$ cat src/rtl/game_pkg.sv
// Shared timer types and defaults for the maze round timer and HUD path.
package game_pkg;

  localparam int DEFAULT_SEC_W = 10;

  typedef enum logic [2:0] {
    IDLE    = 3'd0,
    RUN     = 3'd1,
    PAUSE   = 3'd2,
    TIMEOUT = 3'd3,
    WIN     = 3'd4
  } timer_state_t;

  // A new round may only be launched when no round is in progress.
  function automatic logic accepts_start(input timer_state_t s);
    return (s == IDLE) || (s == TIMEOUT) || (s == WIN);
  endfunction

endpackage

$ cat src/rtl/round_timer_ctrl_sec_tick_gen.sv
// Prescaler: divides the system clock into one-second ticks; holds its count while disabled.
module sec_tick_gen #(
  parameter int TICKS_PER_SEC = 100_000_000
) (
  input  logic clk,
  input  logic rst_in,
  input  logic en_in,
  input  logic clr_in,
  output logic tick_out
);

  localparam int CNT_W = (TICKS_PER_SEC > 1) ? $clog2(TICKS_PER_SEC) : 1;
  localparam logic [CNT_W-1:0] LAST = CNT_W'(TICKS_PER_SEC - 1);

  logic [CNT_W-1:0] count;

  // Combinational so the top can act on the tick in the same edge that wraps the count.
  assign tick_out = en_in && (count == LAST);

  // NOTE: sequential state uses non-blocking assignments and an async active-low reset.
  always_ff @(posedge clk or negedge rst_in) begin
    if (!rst_in) begin
      count <= '0;
    end else if (clr_in) begin
      count <= '0;
    end else if (en_in) begin
      count <= (count == LAST) ? '0 : count + CNT_W'(1);
    end
  end

endmodule

$ cat src/rtl/round_timer_ctrl.sv
// Round countdown controller: start/pause/abort/goal FSM plus remaining and elapsed second counters.
module round_timer_ctrl
  import game_pkg::*;
#(
  parameter int TICKS_PER_SEC = 100_000_000,
  parameter int SEC_W         = DEFAULT_SEC_W
) (
  input  logic             clk_100mhz_in,
  input  logic             rst_in,
  input  logic [SEC_W-1:0] max_sec_in,
  input  logic             start_in,
  input  logic             pause_in,
  input  logic             goal_in,
  input  logic             abort_in,
  output logic [SEC_W-1:0] sec_left_out,
  output logic [SEC_W-1:0] sec_elapsed_out,
  output logic [2:0]       state_out,
  output logic             running_out,
  output logic             sec_tick_out,
  output logic             timeout_out,
  output logic             win_out
);

  localparam logic [SEC_W-1:0] SEC_MAX = {SEC_W{1'b1}};

  timer_state_t state_q;
  logic         tick;
  logic         start_ok;
  logic         presc_clr;

  assign start_ok  = start_in && !abort_in && accepts_start(state_q);
  assign presc_clr = abort_in || start_ok;
  assign state_out = state_q;

  sec_tick_gen #(
    .TICKS_PER_SEC(TICKS_PER_SEC)
  ) u_sec_tick_gen (
    .clk      (clk_100mhz_in),
    .rst_in   (rst_in),
    .en_in    (state_q == RUN),
    .clr_in   (presc_clr),
    .tick_out (tick)
  );

  always_ff @(posedge clk_100mhz_in or negedge rst_in) begin
    if (!rst_in) begin
      state_q         <= IDLE;
      running_out     <= 1'b0;
      sec_left_out    <= '0;
      sec_elapsed_out <= '0;
      sec_tick_out    <= 1'b0;
      timeout_out     <= 1'b0;
      win_out         <= 1'b0;
    end else begin
      // NOTE: pulse outputs default low each edge so they can never stick for more than one cycle.
      sec_tick_out <= 1'b0;
      timeout_out  <= 1'b0;
      win_out      <= 1'b0;

      if (abort_in) begin
        state_q         <= IDLE;
        running_out     <= 1'b0;
        sec_left_out    <= '0;
        sec_elapsed_out <= '0;
      end else begin
        case (state_q)
          IDLE, TIMEOUT, WIN: begin
            if (start_in) begin
              sec_left_out    <= max_sec_in;
              sec_elapsed_out <= '0;
              if (max_sec_in != '0) begin
                state_q     <= RUN;
                running_out <= 1'b1;
              end else begin
                state_q     <= TIMEOUT;
                running_out <= 1'b0;
                timeout_out <= 1'b1;
              end
            end
          end

          RUN: begin
            if (goal_in) begin
              state_q     <= WIN;
              running_out <= 1'b0;
              win_out     <= 1'b1;
            end else if (tick) begin
              sec_tick_out    <= 1'b1;
              sec_elapsed_out <= (sec_elapsed_out == SEC_MAX) ? SEC_MAX
                                                              : sec_elapsed_out + SEC_W'(1);
              if (sec_left_out <= SEC_W'(1)) begin
                // Final second: expiry outranks a simultaneous pause.
                sec_left_out <= '0;
                state_q      <= TIMEOUT;
                running_out  <= 1'b0;
                timeout_out  <= 1'b1;
              end else begin
                sec_left_out <= sec_left_out - SEC_W'(1);
                if (pause_in) begin
                  state_q     <= PAUSE;
                  running_out <= 1'b0;
                end
              end
            end else if (pause_in) begin
              state_q     <= PAUSE;
              running_out <= 1'b0;
            end
          end

          PAUSE: begin
            if (goal_in) begin
              state_q <= WIN;
              win_out <= 1'b1;
            end else if (pause_in) begin
              state_q     <= RUN;
              running_out <= 1'b1;
            end
          end

          default: begin
            state_q     <= IDLE;
            running_out <= 1'b0;
          end
        endcase
      end
    end
  end

endmodule

$ cat config.mk
export PLATFORM = sky130hd
export DESIGN_NAME = round_timer_ctrl
export DESIGN_NICKNAME = d
export VERILOG_FILES = /design/src/rtl/game_pkg.sv /design/src/rtl/round_timer_ctrl_sec_tick_gen.sv /design/src/rtl/round_timer_ctrl.sv
export SDC_FILE = /design/constraint.sdc
export NUM_CORES = 1
export LEC_CHECK = 0
export ABC_AREA = 0
export ABC_CLOCK_PERIOD_IN_PS = 2500
export BUFFER_PORTS_ARGS = -buffer_cell sky130_fd_sc_hd__buf_2
export CELL_PAD_IN_SITES_DETAIL_PLACEMENT = 1
export CELL_PAD_IN_SITES_GLOBAL_PLACEMENT = 1
export CORE_AREA = 2 2 88 90
export CTS_BUF_LIST = sky130_fd_sc_hd__clkbuf_8
export CTS_CLUSTER_DIAMETER = 30
export DETAILED_ROUTE_END_ITERATION = 12
export DIE_AREA = 0 0 90 92
export PLACE_DENSITY = 0.86
export SLEW_MARGIN = 20
export SYNTH_ARGS = -nofsm -noshare
export SYNTH_HDL_FRONTEND = slang
export SYNTH_SLANG_ARGS = --single-unit
$ cat constraint.sdc
create_clock -name clk_100mhz_in -period 2.5 [get_ports clk_100mhz_in]
set_clock_uncertainty 0.1 [all_clocks]
set_input_delay 0.5 -clock clk_100mhz_in [delete_from_list [all_inputs] [get_ports clk_100mhz_in]]
set_output_delay 0.5 -clock clk_100mhz_in [all_outputs]
set_load 0.005 [all_outputs]
---- Yosys cells after proc, flatten, opt, wreduce, memory -nomap -nowiden ----
Index checks and enable logic that the tools add are counted.
Widths: inputs -> output; s select.
operators by class
  order comparisons ....................... 1
  shifts and indexed selects .............. 0
  bitwise gates (word level) .............. 0
  div/mod/pow operators ................... 0
  reduce and logical (&&, ||, !) cells .... 16
  equal/unequal tests ..................... 12
  $add $sub $neg .......................... 3
  multipliers ............................. 0
  multiplexer cells ....................... 49
operator list
  kind                   count
  $mux 10                10
  $mux 27                3
  $pmux 10 s2            2
  $add 27x1->27 const B  1
  $eq 27x27->1 const B   1
  $mux 3                 8
  $mux 1                 22
  $ne 3x3->1 const B     5
  $add 10x1->10 const B  1
  $eq 10x10->1 const B   1
  $le 10x1->1 const B    1
  $reduce_bool 10->1     1
  $sub 10x1->10 const B  1
  $pmux 3 s3             1
  $eq 3x2->1 const B     2
  $ne 4x4->1 const B     1
  $reduce_and 4->1       1
  $eq 3x1->1 const B     1
  $eq 3x3->1 const B     1
  $logic_and 1x1->1      3
  $logic_not 3->1        1
  $logic_or 1x1->1       3
  $pmux 1 s3             1
  $reduce_and 3->1       1
  8 further kinds        8
storage, ports and cells
  bits in read-only memories .............. 0
  bits in latches ......................... 0
  bits of input ports ..................... 16
  flip-flop bits (word level) ............. 54
  memories kept ........................... 0
  memory bits (writable) .................. 0

---- Depth between registers and ports, before layout ----
  depth in word-level cells ............... 6
  depth in mapped cells ................... 9

---- Hierarchy ----
Synthesis repeated with hierarchy kept, for this count alone.
second synthesis, totals
  cell total of the unflattened synthesis .. 397
  area total of the unflattened synthesis .. 3548.4 um^2
by module, submodules not included
  module            area an instance (um^2)  instances  cells each  sequential area each (um^2)
  round_timer_ctrl  1939.4                   1          224         675.6
  sec_tick_gen      1609.0                   1          173         675.6

---- Least setup slack after synthesis ----
OpenSTA, ideal clock, no wires.
  path kind ............................... in2reg
  from .................................... in start_in
  to ...................................... reg u_sec_tick_gen.count[26]
  stages .................................. 6
  arrival ................................. 2193 ps
  path buffers ............................ 1
  slack ................................... 129 ps
  cell sequence ........................... buf_2 -> nor3b_2 -> a311oi_4 -> or4_4 -> or4_1 -> a21oi_1
between the ends
  longest elaborated chain between the ends .. 4
  elaborated cells on any way between the ends .. 5
  those cells by class .................... 1 x mux; 4 x reduce/logical
ends and longest elaborated chain
  element                                       line                                 text
  start, declared                               round_timer_ctrl.sv:11               input logic start_in,
  $logic_and 1x1->1 * (2 in a row)              round_timer_ctrl.sv:31               assign start_ok = start_in && !abort_in && accepts_start(state_q);
  $logic_or 1x1->1 *                            round_timer_ctrl.sv:32               assign presc_clr = abort_in || start_ok;
  $mux 27 or $reduce_bool 2->1 (tied branches)  -
  end signal, assigned                          round_timer_ctrl_sec_tick_gen.sv:27  count <= (count == LAST) ? '0 : count + CNT_W'(1);
  end, declared                                 round_timer_ctrl_sec_tick_gen.sv:15  logic [CNT_W-1:0] count;
Mark *: on every way between the ends. The rest lies on a longest branch, timed or not.
A chain may end at the register's enable or synchronous reset.

---- Final worst setup path ----
  from .................................... reg u_sec_tick_gen.count[5]
  to ...................................... reg u_sec_tick_gen.count[26]
between the ends
  longest elaborated chain between the ends .. 4
  elaborated cells on any way between the ends .. 5
  those cells by class .................... 1 x add/sub; 1 x eq/ne; 3 x mux
ends and longest elaborated chain
  element                                        line                                 text
  $add 27x1->27 or $eq 27x27->1 (tied branches)  round_timer_ctrl_sec_tick_gen.sv:27
  $mux 27 *                                      round_timer_ctrl_sec_tick_gen.sv:27
  $mux 27 *                                      round_timer_ctrl_sec_tick_gen.sv:26  end else if (en_in) begin
  $mux 27 *                                      round_timer_ctrl_sec_tick_gen.sv:24  end else if (clr_in) begin
Mark *: on every way between the ends. The rest lies on a longest branch, timed or not. The select of a mux whose other input is x is not followed.

==> impl_summary.txt <==
----------------------------------------------------
[Finish]
  Fraction of layout cells with a size suffix above 1 ... 0.226
  Layout Utilization ... 0.528
  Commonest cells after routing, fill and taps aside ... 52 x dfrtp_1, 42 x buf_2, 32 x nor2_1
  Antenna diode count ... 0
  Most common cell after layout, fill and taps aside ... dfrtp_1
  Synthesis-to-layout area growth ... 18.4%
  Nets ... 457
  Total of fill cells in the finished design ... 935

[CTS]
  CTS tree ... yes
  Post-CTS clock slew at the launch and capture registers of the worst setup and hold paths ... 0.10 ns
  H-tree lvl count ... 2
  Hold Buf Count CTS ... 0
  CTS Buffer Depth ... 2
  Total clock sinks ... 54
  Total CTS buffers ... 5
  Later-pin clock latency in the skew report ... 0.31 ns
  Clock root buffer ... clkbuf_8

[Floorplan]
  Number of rows created at floorplan ... 32
  Number of ports placed on the die boundary ... 43
  Core region area ... 7450 um2
  Chip Width ... 90 um
  Die Outline Area ... 8280 um2
  Starting Density ... 0.446
  Overall die height ... 92 um

[Power]
  Max VDD drop ... 0.000258 V
  Power density over the cells ... 618 nW/um2
  Part of the power in the clock network ... 0.246
  Switching portion of total power ... 0.355
  Fraction of power consumed by sequential logic ... 0.416
  Pleak ... 1.74 nW
  Comb power frac ... 0.338
  Switching power total ... 0.000862 W
  Cell internal power dissipation ... 0.00157 W

[Drt]
  Routed length per placed instance ... 18.0 um
  Routed WL ... 9700 um
  Detail-routed via count per cell ... 5.99
  Post-route DRC ... 0
  Total via count after detailed routing ... 3233
  DRT iter0 DRCs ... 111
  Remaining number of nets flagged by the antenna check after routing ... 0
  Pre-antenna DRT Iters ... 4

[STA]
  Final Critical Period ... 2.41 ns
  Final number of hold-violating endpoints ... 0
  Highest clock rate ... 415 MHz
  Final sum of negative setup slack ... 0 ns
  Relative max-transition margin ... 0.547
  Slew at the pin with the worst max-slew slack ... 0.675 ns
  Setup-violating endpoint count in the final report ... 0
  Final period utilization ... 0.964
  Number of pins exceeding their max-slew limit in the final report ... 0

[Worst hold path]
  Kind of path behind the tightest hold check ... in2async

[Global routing]
  First-pass GRT wire length ... 16100 um
  GRT overflow ... 0
  Vias in the first global route ... 3306
  Number of antenna violations at the first check in global routing ... 0
  Overall track demand over capacity in global routing ... 0.235
  Pin count of the biggest net entering global routing ... 22

[Synthesis]
  Synthesized flop and latch total ... 54
  Top flip-flop cell by instance count after synthesis ... dfrtp_1
  Share of flip-flops with an asynchronous set or reset after synthesis ... 1.00
  Largest area contributor in the netlist ... dfrtp_1
  Count of different cell masters after synthesis ... 60
  Total of warnings raised by yosys ... 0
  Summed instance area of the synthesized netlist ... 3320 um2
  Ranking of synthesized cells by area ... dfrtp_1 41%, a22o_1 4.2%, o21ai_0 4.1%
  Synthesized netlist cell count ... 377
  Post-synth EDFFs ... 0
  Fraction of synthesized cell area taken by the top area cell type ... 0.407
  Nets in the synthesized netlist ... 397
  Post-synthesis average cell area ... 8.80 um2
  Sequential cell area fraction in the yosys report ... 0.407

[Critical path]
  Crit-path max FO ... 7
  Data arrival time of the worst path ... 2.55 ns
  Nature of the critical path endpoint ... flip-flop
  Required time reported for the critical path endpoint ... 2.64 ns
  Cell family with the largest share of critical-path delay ... simple AND/OR/NAND/NOR gates
  Cell with the biggest individual delay on the critical path ... or4_4
  Startpoint class of the critical path ... flip-flop
  Number of buffer and inverter instances along the worst setup path ... 0
  Cells traversed along the worst timing path ... nand3_4 -> or3_1 -> or4_4 -> or4_1 -> a21oi_1
  Class of the most critical setup path ... reg2reg
  Highest cell delay on the worst timing path ... 0.57 ns

[Placement]
  Detailed-placement wirelength estimate ... 7130 um
  Number of I/O port buffers ... 42
  Final Wtd Congestion ... 0.867

[Run status]
  Outcome ... completed

[Run]
  Reported max-cap violation count ... 0

----------------------------------------------------
path summary, 6_finish.rpt:
check,start,to,slack (ns),cells after the start
hold reg to reg,u_sec_tick_gen.count[1]$_DFFE_PN0P_,u_sec_tick_gen.count[1]$_DFFE_PN0P_,0.43,2
setup reg to reg,u_sec_tick_gen.count[5]$_DFFE_PN0P_,u_sec_tick_gen.count[26]$_DFFE_PN0P_,0.09,5
max in group asynchronous,rst_in,state_out[0]$_DFFE_PN0P_,1.64,2
min in group clk_100mhz_in,goal_in,win_out$_DFF_PN0_,0.41,2
hold / removal,rst_in,sec_elapsed_out[5]$_DFFE_PN0P_,0.0005,1
setup / recovery,u_sec_tick_gen.count[5]$_DFFE_PN0P_,u_sec_tick_gen.count[26]$_DFFE_PN0P_,0.09,5
registers in the layout, indices dropped and copies added (netlist names):
signal	cells
u_sec_tick_gen.count	27
sec_elapsed_out	10
sec_left_out	10
state_out	3
running_out	1
sec_tick_out	1
timeout_out	1
win_out	1
layout make-up:
type / instances / area [um2] / share of cell area
inverters: 13 / 48.8 / 0.0124
well taps: 102 / 128 / 0.0325
multi-input cells: 291 / 1860 / 0.472
clock buffers: 5 / 68.8 / 0.0175
clock inverters: 3 / 40.0 / 0.0102
flip-flops and latches: 54 / 1350 / 0.344
repair buffers: 72 / 435 / 0.111
routing by layer:
layer | part of all wire | vias up | wire length (um) | global-route usage
li1 | - | 1527 | - | -
met1 | 0.45 | 1652 | 4340 | 0.297
met2 | 0.52 | 43 | 5030 | 0.430
met3 | 0.021 | 11 | 203 | 0.0296
met4 | 0.012 | 0 | 116 | 0.0513
met5 | 0 | - | 0 | 0
cell usage after synthesis, drive strengths merged (2+ instances only):
cell and number:
clkbuf 11, xnor2 9, nor4 10, a22o 16, and3 5, or4 5
nand3 19, a21oi 20, and4b 2, o31ai 9, nor3 13, or3 4
a311oi 2, nand2 28, nor2 32, a22oi 2, a21o 4, o21bai 2
nor4b 4, and4 4, a31oi 4, a32o 2, dfrtp 54, xor2 9
ha 4, and2 5, or2 3, nor2b 5, inv 13, nand2b 6
nand4 15, buf 8, nor3b 2, o21ai 28, mux2i 4, nor4bb 2
kinds of logic (layout without fill, tap and decap cells):
logic type / Yosys count / in the layout / share of synthesized area
simple gates: 166 / 166 / 0.278
buf+inv: 32 / 93 / 0.0381
compound gates: 99 / 99 / 0.202
fa+ha+maj: 4 / 4 / 0.0151
mux: 4 / 4 / 0.0121
flops: 54 / 54 / 0.407
xor+xnor: 18 / 18 / 0.0475
power groups by stage:
stage	logic, W	clock network [W]	registers [W]
2_1_floorplan	0.000521	0	0.00101
3_3_place_gp	0.000777	0	0.00102
3_5_place_dp	0.000810	0	0.00103
4_1_cts	0.000813	0.000614	0.00101
5_1_grt	0.000916	0.000645	0.00102
6_report	0.000821	0.000597	0.00101
per-stage QoR:
stage	total power, W	instances	hold WS [ns]	cell area [um2]	worst slack (ns)
3_5_place_dp	0.00184	527	0.360	3770	0.0788
4_1_cts	0.00244	535	0.0131	3880	0.0418
6_report	0.00243	540	0.000472	3930	0.0899
2_1_floorplan	0.00153	377	0.104	3320	0.129
5_1_grt	0.00258	540	0.0325	3930	-0.0206
3_3_place_gp	0.00180	527	0.352	3770	0.128
timing repair:
| action | 4_1_cts | 5_1_grt |
|---|---|---|
| resized for setup | 0 | 6 |
| buffers inserted | 0 | 5 |
| endpoints found under the setup margin | 0 | 10 |
Note: power is estimated with default switching activity, not from simulation.
